$ cat src/rtl/data_sync_ctrl.sv
// data_sync_ctrl: four-phase req/ack receiver in the destination clock domain.
// req is synchronized through a NUM_STAGES flop chain; unsync_bus is captured
// only on a capture edge, when req_s guarantees the foreign side holds it stable.
module data_sync_ctrl #(
  parameter int unsigned BUS_WIDTH  = 8,
  parameter int unsigned NUM_STAGES = 2
) (
  input  logic                 clk,
  input  logic                 rst,
  input  logic [BUS_WIDTH-1:0] unsync_bus,
  input  logic                 req,
  input  logic                 dst_ready,
  output logic [BUS_WIDTH-1:0] sync_bus,
  output logic                 enable_pulse,
  output logic                 ack,
  output logic                 busy,
  output logic                 err,
  output logic [7:0]           xfer_cnt
);

  localparam logic [1:0] IDLE     = 2'd0;
  localparam logic [1:0] WAIT_RDY = 2'd1;
  localparam logic [1:0] ACK      = 2'd2;

  logic [NUM_STAGES-1:0] req_sync;
  logic                  req_s;
  logic [1:0]            state;
  logic [1:0]            state_next;
  logic                  capture;
  logic                  abort;

  assign req_s = req_sync[NUM_STAGES-1];
  assign busy  = (state != IDLE);

  // Request synchronizer: the only logic that samples req.
  always_ff @(posedge clk or negedge rst) begin
    if (!rst) begin
      req_sync <= '0;
    end else begin
      req_sync <= {req_sync[NUM_STAGES-2:0], req};
    end
  end

  // Next-state decode plus capture/abort qualifiers.
  always_comb begin
    state_next = state;
    capture    = 1'b0;
    abort      = 1'b0;
    case (state)
      IDLE: begin
        if (req_s) begin
          if (dst_ready) begin
            capture    = 1'b1;
            state_next = ACK;
          end else begin
            state_next = WAIT_RDY;
          end
        end
      end
      WAIT_RDY: begin
        if (!req_s) begin
          abort      = 1'b1;
          state_next = IDLE;
        end else if (dst_ready) begin
          capture    = 1'b1;
          state_next = ACK;
        end
      end
      ACK: begin
        if (!req_s) begin
          state_next = IDLE;
        end
      end
      default: begin
        state_next = IDLE;
      end
    endcase
  end

  // State register and registered strobes; ack is high exactly while in ACK.
  always_ff @(posedge clk or negedge rst) begin
    if (!rst) begin
      state        <= IDLE;
      enable_pulse <= 1'b0;
      err          <= 1'b0;
      ack          <= 1'b0;
    end else begin
      state        <= state_next;
      enable_pulse <= capture;
      err          <= abort;
      ack          <= (state_next == ACK);
    end
  end

  // Data capture and completed-transfer counter (wraps modulo 256).
  always_ff @(posedge clk or negedge rst) begin
    if (!rst) begin
      sync_bus <= '0;
      xfer_cnt <= '0;
    end else if (capture) begin
      sync_bus <= unsync_bus;
      xfer_cnt <= xfer_cnt + 8'd1;
    end
  end

endmodule
$ cat config.mk
export PLATFORM = sky130hd
export DESIGN_NAME = data_sync_ctrl
export DESIGN_NICKNAME = d
export VERILOG_FILES = /design/src/rtl/data_sync_ctrl.sv
export SDC_FILE = /design/constraint.sdc
export NUM_CORES = 1
export LEC_CHECK = 0
export CAP_MARGIN = 20
export CORE_ASPECT_RATIO = 0.8
export CORE_MARGIN = 5
export CORE_UTILIZATION = 43
export CTS_CLUSTER_SIZE = 14
export DETAILED_ROUTE_END_ITERATION = 10
export GPL_ROUTABILITY_DRIVEN = 0
export PLACE_DENSITY = 0.77
export SKIP_CTS_REPAIR_TIMING = 1
export SLEW_MARGIN = 20
export SYNTH_ARGS = -nofsm -noshare
export SYNTH_HDL_FRONTEND = slang
export SYNTH_SLANG_ARGS = --single-unit
export TNS_END_PERCENT = 1
$ cat constraint.sdc
create_clock -name clk -period 1.2 [get_ports clk]
set_input_delay 0.18 -clock clk [delete_from_list [all_inputs] [get_ports clk]]
set_output_delay 0.18 -clock clk [all_outputs]
set_load 0.005 [all_outputs]
# After elaboration in Yosys (flattened, before gate mapping)
# Cells that the tools add are included.
# totals
in_bits	12
output_inout_bits	20
regBits	23
# op_classes
addsub	1
n_reduce_logical	3
eq_ne	3
n_mux	11
# ops
cell	count
2-to-1 mux 2 bit	5
adder 8 x 1 -> 8 bit (second input constant)	1
one-hot mux 2 bit (3 select lines)	1
2-to-1 mux 1 bit	5
equality test 2 bit (second input constant)	2
equality test 2 x 1 -> 1 bit (second input constant)	1
logical NOT 2 bit	1
nonzero test 2 bit	1
OR reduction 2 bit	1

# Longest topological paths before layout
# Gate-level depths: netlist (run 1).
# logic_depth
word_depth	4
mapped_depth	5

# Least setup slack after synthesis (run 1)
# No wires, ideal clock.
# synth_timing
kind	register to register
from	register state[1]
to	register xfer_cnt[4]
t_arrival_ns	0.904
n_path_buf	0
t_required_ns	1.075
path_slack_ns	0.171
synth_period_minus_slack_ns	1.029
stages_incl_launch_ff	5
cell_sequence	dfrtp_1 > nand3b_4 > inv_2 > nand4_1 > xnor2_1
# synth_between
elab_chain_cells	3
# synth_rtl
item	line	source
start: declaration	27	logic [1:0] state;
start signal: assignment	88	state <= state_next;
equality test 2 x 1 -> 1 bit / logical NOT 2 bit (equally long branches)	49	case (state)
OR reduction 2 bit (no source line) (*)	n/a	
2-to-1 mux 1 bit (*)	n/a	
end signal: assignment	102	xfer_cnt <= xfer_cnt + 8'd1;
end: declaration	18	output logic [7:0] xfer_cnt
# Every way passes the cells marked *; elsewhere a longest branch is shown, timed or not.
# A chain may end at the register's enable or synchronous reset.

# Final worst setup path (run 1)
# layout_timing
from	register state[1]
to	register xfer_cnt[7]
# The elaborated chain is that of the path after synthesis.

==> results of run 1 <==
==> layout by cell type (no fill, tap or decap), drive strengths merged <==
cell,n
ha,1
dlymetal6s2s,19
nand2,29
inv,2
nor2,1
nand3b,1
and2,2
mux2i,1
clkbuf,5
nor3b,2
nand3,1
nor3,2
dfrtp,23
nand4,3
and3,1
or2,1
xor2,3
clkdlybuf4s50,11
buf,14
xnor2,4
==> per-stage QoR <==
step                      TNS (ps)  util, %  total power (uW)
after CTS                    -3750     68.8              2040
final                        -1020     73.2              2060
after detailed placement     -1740     67.4              1700
after global routing         -2460     73.2              2200
after floorplan                  0        -              1240
after global placement       -1180     67.4              1680
==> routing by layer <==
metal | global-route usage [%] | wire (um) | vias up | part of all wire (%)
met3 | 5.29 | 207 | 0 | 11
met5 | 0 | 0 | - | 0
met1 | 18.8 | 841 | 303 | 44
met2 | 19.2 | 849 | 25 | 45
met4 | 3.25 | 0 | 0 | 0
li1 | - | - | 346 | -
==> path summary, 6_finish.rpt <==
check                                       from                       to  slack, ps  depth (start not counted)
hold reg to reg            req_sync[0]$_DFF_PN0_    req_sync[1]$_DFF_PN0_        370                          0
hold / removal                               rst            err$_DFF_PN0_        230                          2
setup reg to reg              state[1]$_DFF_PN0_  xfer_cnt[7]$_DFFE_PN0P_       -100                          5
min in group clk                             req    req_sync[0]$_DFF_PN0_        310                          1
max in group asynchronous                    rst  sync_bus[2]$_DFFE_PN0P_        750                          2
setup / recovery              state[1]$_DFF_PN0_  xfer_cnt[7]$_DFFE_PN0P_       -100                          5
==> state kept, by name, summed over array words and instances, names as in the netlist <==
name / flops
xfer_cnt: 8
sync_bus: 8
req_sync: 2
enable_pulse: 1
ack: 1
state: 2
err: 1
==> power breakdown <==
| part | leakage (uW) | internal, uW | switching (uW) |
|---|---|---|---|
| Sequential | 0.000293 | 911 | 95.8 |
| Combinational | 0.000628 | 433 | 277 |
| Clock | 0.0000150 | 129 | 212 |
| Total | 0.000935 | 1470 | 585 |
==> logic make-up after synthesis <==
group / after synthesis / synth area share [%]
adder cells (fa/ha/maj): 1 / 1.39
multiplexers: 1 / 1.11
buffers and inverters: 4 / 2.51
flip-flops: 23 / 64.1
AND/OR/NAND/NOR: 43 / 24.1
XOR/XNOR: 7 / 6.82
==> cell type report <==
| type | instances | area, um^2 | share of cell area, % |
|---|---|---|---|
| flip-flops and latches | 23 | 576 | 40.8 |
| repair buffers | 45 | 462 | 32.7 |
| multi-input cells | 52 | 308 | 21.8 |
| well taps | 24 | 30.0 | 2.13 |
| clock buffers | 4 | 26.3 | 1.86 |
| inverters | 2 | 10.0 | 0.709 |
==> critical path, cell delays in order (launching register included) <==
cell	delay (ps)
dfrtp_1	390
buf_4	130
buf_4	140
nand3b_4	200
nor3_2	240
xor2_1	150
==> flow_metrics.tcl, run 1 <==
set metrics [dict create \
    status "complete, but fails checks" \
    violations "setup timing" \
    track_usage_pct 13.3 \
    power_density_nw_per_um2 1460 \
    clock-skew-final_ps 3.70 \
    synth_nets 92 \
    initial_utilization_pct 46.6 \
    rows 14 \
    hold_viol 0 \
    required_ps 1430 \
    syn_to_final_growth_pct 57.1 \
    num_io_pins 32 \
    final-instance-count-excl-fill 150 \
    nets 140 \
    place_area_um2 1300 \
    slew_viol_final 0 \
    first_iter_violations 9 \
    ys.warnings.count 0 \
    grt_pass1_vias 646 \
    cts_inserted_buffers 3 \
    crit_fanout 6 \
    ys_seq_area_share_pct 64.1 \
    synth_area_leader_cell "dfrtp_1" \
    pre_cts_ws_ps -133 \
    core_um2 1930 \
    drt_drc_violations_left 0 \
    hp-class "primary input to asynchronous set/reset pin" \
    async_flop_share_pct 100 \
    drt-total-wl_um 1900 \
    cts_buffer_depth 2 \
    overflow 0 \
    die_x_um 61.1 \
    vias 674 \
    synth.area.top_cells "dfrtp_1 64%, nand2_1 12%, xnor2_1 3.9%, xor2_1 2.9%, nand3b_4 2.2%" \
    grt_pass1_wl_um 3130 \
    setup_ws_ps -103 \
    synthCells 79 \
    crit_arrival_ps 1540 \
    tritoncts "built" \
    critPathKind "flip-flop to flip-flop" \
    antenna_found_initial 0 \
    maxCapViolations 0 \
    yosysUniqueCellTypes 18 \
    netlist_area_um2 898 \
    cts_sinks 23 \
    worst_pin_slew_ps 281 \
    rsz0062_at_grt "yes" \
    whs_ps 229 \
    hpwlAfterDp_um 1390 \
    min_period_over_period_pct 109 \
    cp-start-kind "flip-flop" \
    synth_edf_count 0 \
    cts_htree_levels 1 \
    dieArea_um2 3110 \
    root_buffer "clkbuf_4" \
    place_inst 142 \
    p_leak_uw 0.000935 \
    finalCriticalPeriod_ps 1300 \
    syn_area_per_cell_um2 11.4 \
    clk_latency_ps 300 \
    ir_worst_vdd_mv 0.855 \
    relSlewSlack_pct 81.3 \
    routed_via_density 4.49 \
    setup_violations 17 \
    fmax_ghz 0.768 \
    grt_max_degree 24 \
    wl_per_cell_um 12.7 \
    first_pass_iters 4 \
    synth_top_area_share_pct 64.1 \
    ys.flop_type "dfrtp_1" \
    endpoint_kind "flip-flop" \
    synth_common_cells "29 x nand2_1, 23 x dfrtp_1, 4 x xnor2_1, 3 x nand4_1, 3 x xor2_1" \
    path_clk_slew_ps 120 \
    drive_above_1_share_pct 19.0 \
    fin_area_um2 1410 \
    die_h_um 50.9 \
    place.port_buffers 31 \
    n_antenna_cell 0 \
    synthMostInstantiatedCell "nand2_1" \
    n_fill_cell 137 \
    ys_ff_latch 23 \
    antenna_left 0 \
]
(Power assumes the default switching activity.)
==> run 2, diff against run 1 <==
--- a/config.mk
+++ b/config.mk
@@ -12,6 +12,7 @@
 export CTS_CLUSTER_SIZE = 14
 export DETAILED_ROUTE_END_ITERATION = 10
 export GPL_ROUTABILITY_DRIVEN = 0
+export MAX_ROUTING_LAYER = met4
 export PLACE_DENSITY = 0.77
 export SKIP_CTS_REPAIR_TIMING = 1
 export SLEW_MARGIN = 20
==> run 2 against run 1 <==
- hold slack barely moved
- combinational power barely moved
- register-to-register slack barely moved
- clock power barely moved
- worst setup slack got worse by 3.9 ps
- routed wire length rose by 0.63%
- die area did not move
- the flow still finishes with violations (setup timing)
==> flow_metrics.tcl, run 2 (same netlist as run 1, synthesis figures left out) <==
set metrics [dict create \
    critPathKind "flip-flop to flip-flop" \
    crit_arrival_ps 1540 \
    fmax_ghz 0.765 \
    required_ps 1430 \
    slew_viol_final 0 \
    cts_htree_levels 1 \
    initial_utilization_pct 46.6 \
    vias 675 \
    cts_sinks 23 \
    grt_max_degree 24 \
    setup_violations 17 \
    die_h_um 50.9 \
    drt_drc_violations_left 0 \
    first_iter_violations 9 \
    drt-total-wl_um 1910 \
    regToRegSetupSlack_ps -110 \
    min_period_over_period_pct 109 \
    register_area_um2 576 \
    finalSetupTns_ps -1080 \
    n_antenna_cell 0 \
    grt_pass1_vias 649 \
    grt_pass1_wl_um 3110 \
    overflow 0 \
    worst_pin_slew_ps 282 \
    setup_ws_ps -107 \
    place.port_buffers 31 \
    core_um2 1930 \
    ir_worst_vdd_mv 0.860 \
    power_density_nw_per_um2 1460 \
    maxCapViolations 0 \
    clock-skew-final_ps 1.24 \
    antenna_left 0 \
    relSlewSlack_pct 81.2 \
    routed_via_density 4.50 \
    met2WireLength_um 852 \
    p_leak_uw 0.000935 \
    wl_met3_um 190 \
    die_x_um 61.1 \
    rsz0062_at_grt "yes" \
    layout_common_cells "29 x nand2_1, 23 x dfrtp_1, 19 x dlymetal6s2s_1, 13 x buf_4, 11 x clkdlybuf4s50_1" \
    finalCriticalPeriod_ps 1310 \
    rows 14 \
    hp-class "primary input to asynchronous set/reset pin" \
    drt-met1-wl_um 867 \
    cts_inserted_buffers 3 \
    first_pass_iters 4 \
    dieArea_um2 3110 \
    root_buffer "clkbuf_4" \
    syn_to_final_growth_pct 57.1 \
    hpwlAfterDp_um 1390 \
    reg2regPathDepth 5 \
    endpoint_kind "flip-flop" \
    top_layer_used "met3" \
    final_util_pct 73.2 \
    antenna_found_initial 0 \
    reg_top3 "sync_bus: 8 flops, xfer_cnt: 8 flops" \
    cp-start-kind "flip-flop" \
    r2r-start "state[1]$_DFF_PN0_" \
    status "complete, but fails checks" \
    cts_buffer_depth 2 \
    crit_fanout 6 \
    drive_above_1_share_pct 19.0 \
    violations "setup timing" \
    multi_input_area_um2 308 \
    n_fill_cell 137 \
    r2r_end "xfer_cnt[7]$_DFFE_PN0P_" \
    final_common_cell "nand2_1" \
    num_io_pins 32 \
    clk_latency_ps 300 \
    hold_viol 0 \
    track_usage_pct 13.7 \
    nets 140 \
    path_clk_slew_ps 120 \
    wl_per_cell_um 12.7 \
    tritoncts "built" \
]
[run 2: cell counts in the layout (fill, tap and decap cells not counted)]
No cell type changed its count.
[run 2: critical path, stage by stage, from the launching register on]
cell and delay (ps):
dfrtp_1 390, buf_4 130, buf_4 140, nand3b_4 200, nor3_2 240, xor2_1 150
[run 2: cell type report]
class | instances | area share (%)
clock buffers | 4 | 1.86
inverters | 2 | 0.709
multi-input cells | 52 | 21.8
flip-flops and latches | 23 | 40.8
well taps | 24 | 2.13
repair buffers | 45 | 32.7
[run 2: per-stage QoR]
stage	hold WS, ps	setup slack (ps)	area (um^2)	instances	total power (uW)
finish	229	-107	1410	150	2060
global route	244	-185	1410	150	2200
CTS	238	-412	1330	146	2040
detailed placement	342	-133	1300	142	1700
global placement	332	-95.2	1300	142	1680
floorplan	-116	171	898	79	1240
[run 2: routing by layer]
metal / track usage [%] / up-vias
li1: - / 346
met1: 19.3 / 302
met2: 19.2 / 27
met5: - / -
met4: 3.25 / 0
met3: 4.28 / 0
[run 2: how the worst max path moves through the flow]
stage,from,endpoint,slack (ps),cells after the start
final,state[1]$_DFF_PN0_,xfer_cnt[7]$_DFFE_PN0P_,-110,5
after global routing,state[1]$_DFF_PN0_,xfer_cnt[7]$_DFFE_PN0P_,-180,5
after CTS,state[1]$_DFF_PN0_,busy,-410,2
after detailed placement,dst_ready,xfer_cnt[4]$_DFFE_PN0P_,-130,5
after global placement,dst_ready,xfer_cnt[4]$_DFFE_PN0P_,-100,5
after floorplan,state[1]$_DFF_PN0_,xfer_cnt[4]$_DFFE_PN0P_,170,4
[run 2: power by group]
| part | switching (uW) | internal, uW | leakage [uW] | total [uW] |
|---|---|---|---|---|
| Clock | 214 | 129 | 0.0000150 | 343 |
| Combinational | 277 | 433 | 0.000628 | 709 |
| Sequential | 95.7 | 911 | 0.000293 | 1010 |
| Total | 586 | 1470 | 0.000935 | 2060 |
==> run 3, diff against run 2 <==
--- a/config.mk
+++ b/config.mk
@@ -15,7 +15,7 @@
 export MAX_ROUTING_LAYER = met4
 export PLACE_DENSITY = 0.77
 export SKIP_CTS_REPAIR_TIMING = 1
-export SLEW_MARGIN = 20
+export SLEW_MARGIN = 15
 export SYNTH_ARGS = -nofsm -noshare
 export SYNTH_HDL_FRONTEND = slang
 export SYNTH_SLANG_ARGS = --single-unit
==> results of run 3 <==
The final DEF is identical to that of run 2; final timing and power are the same.
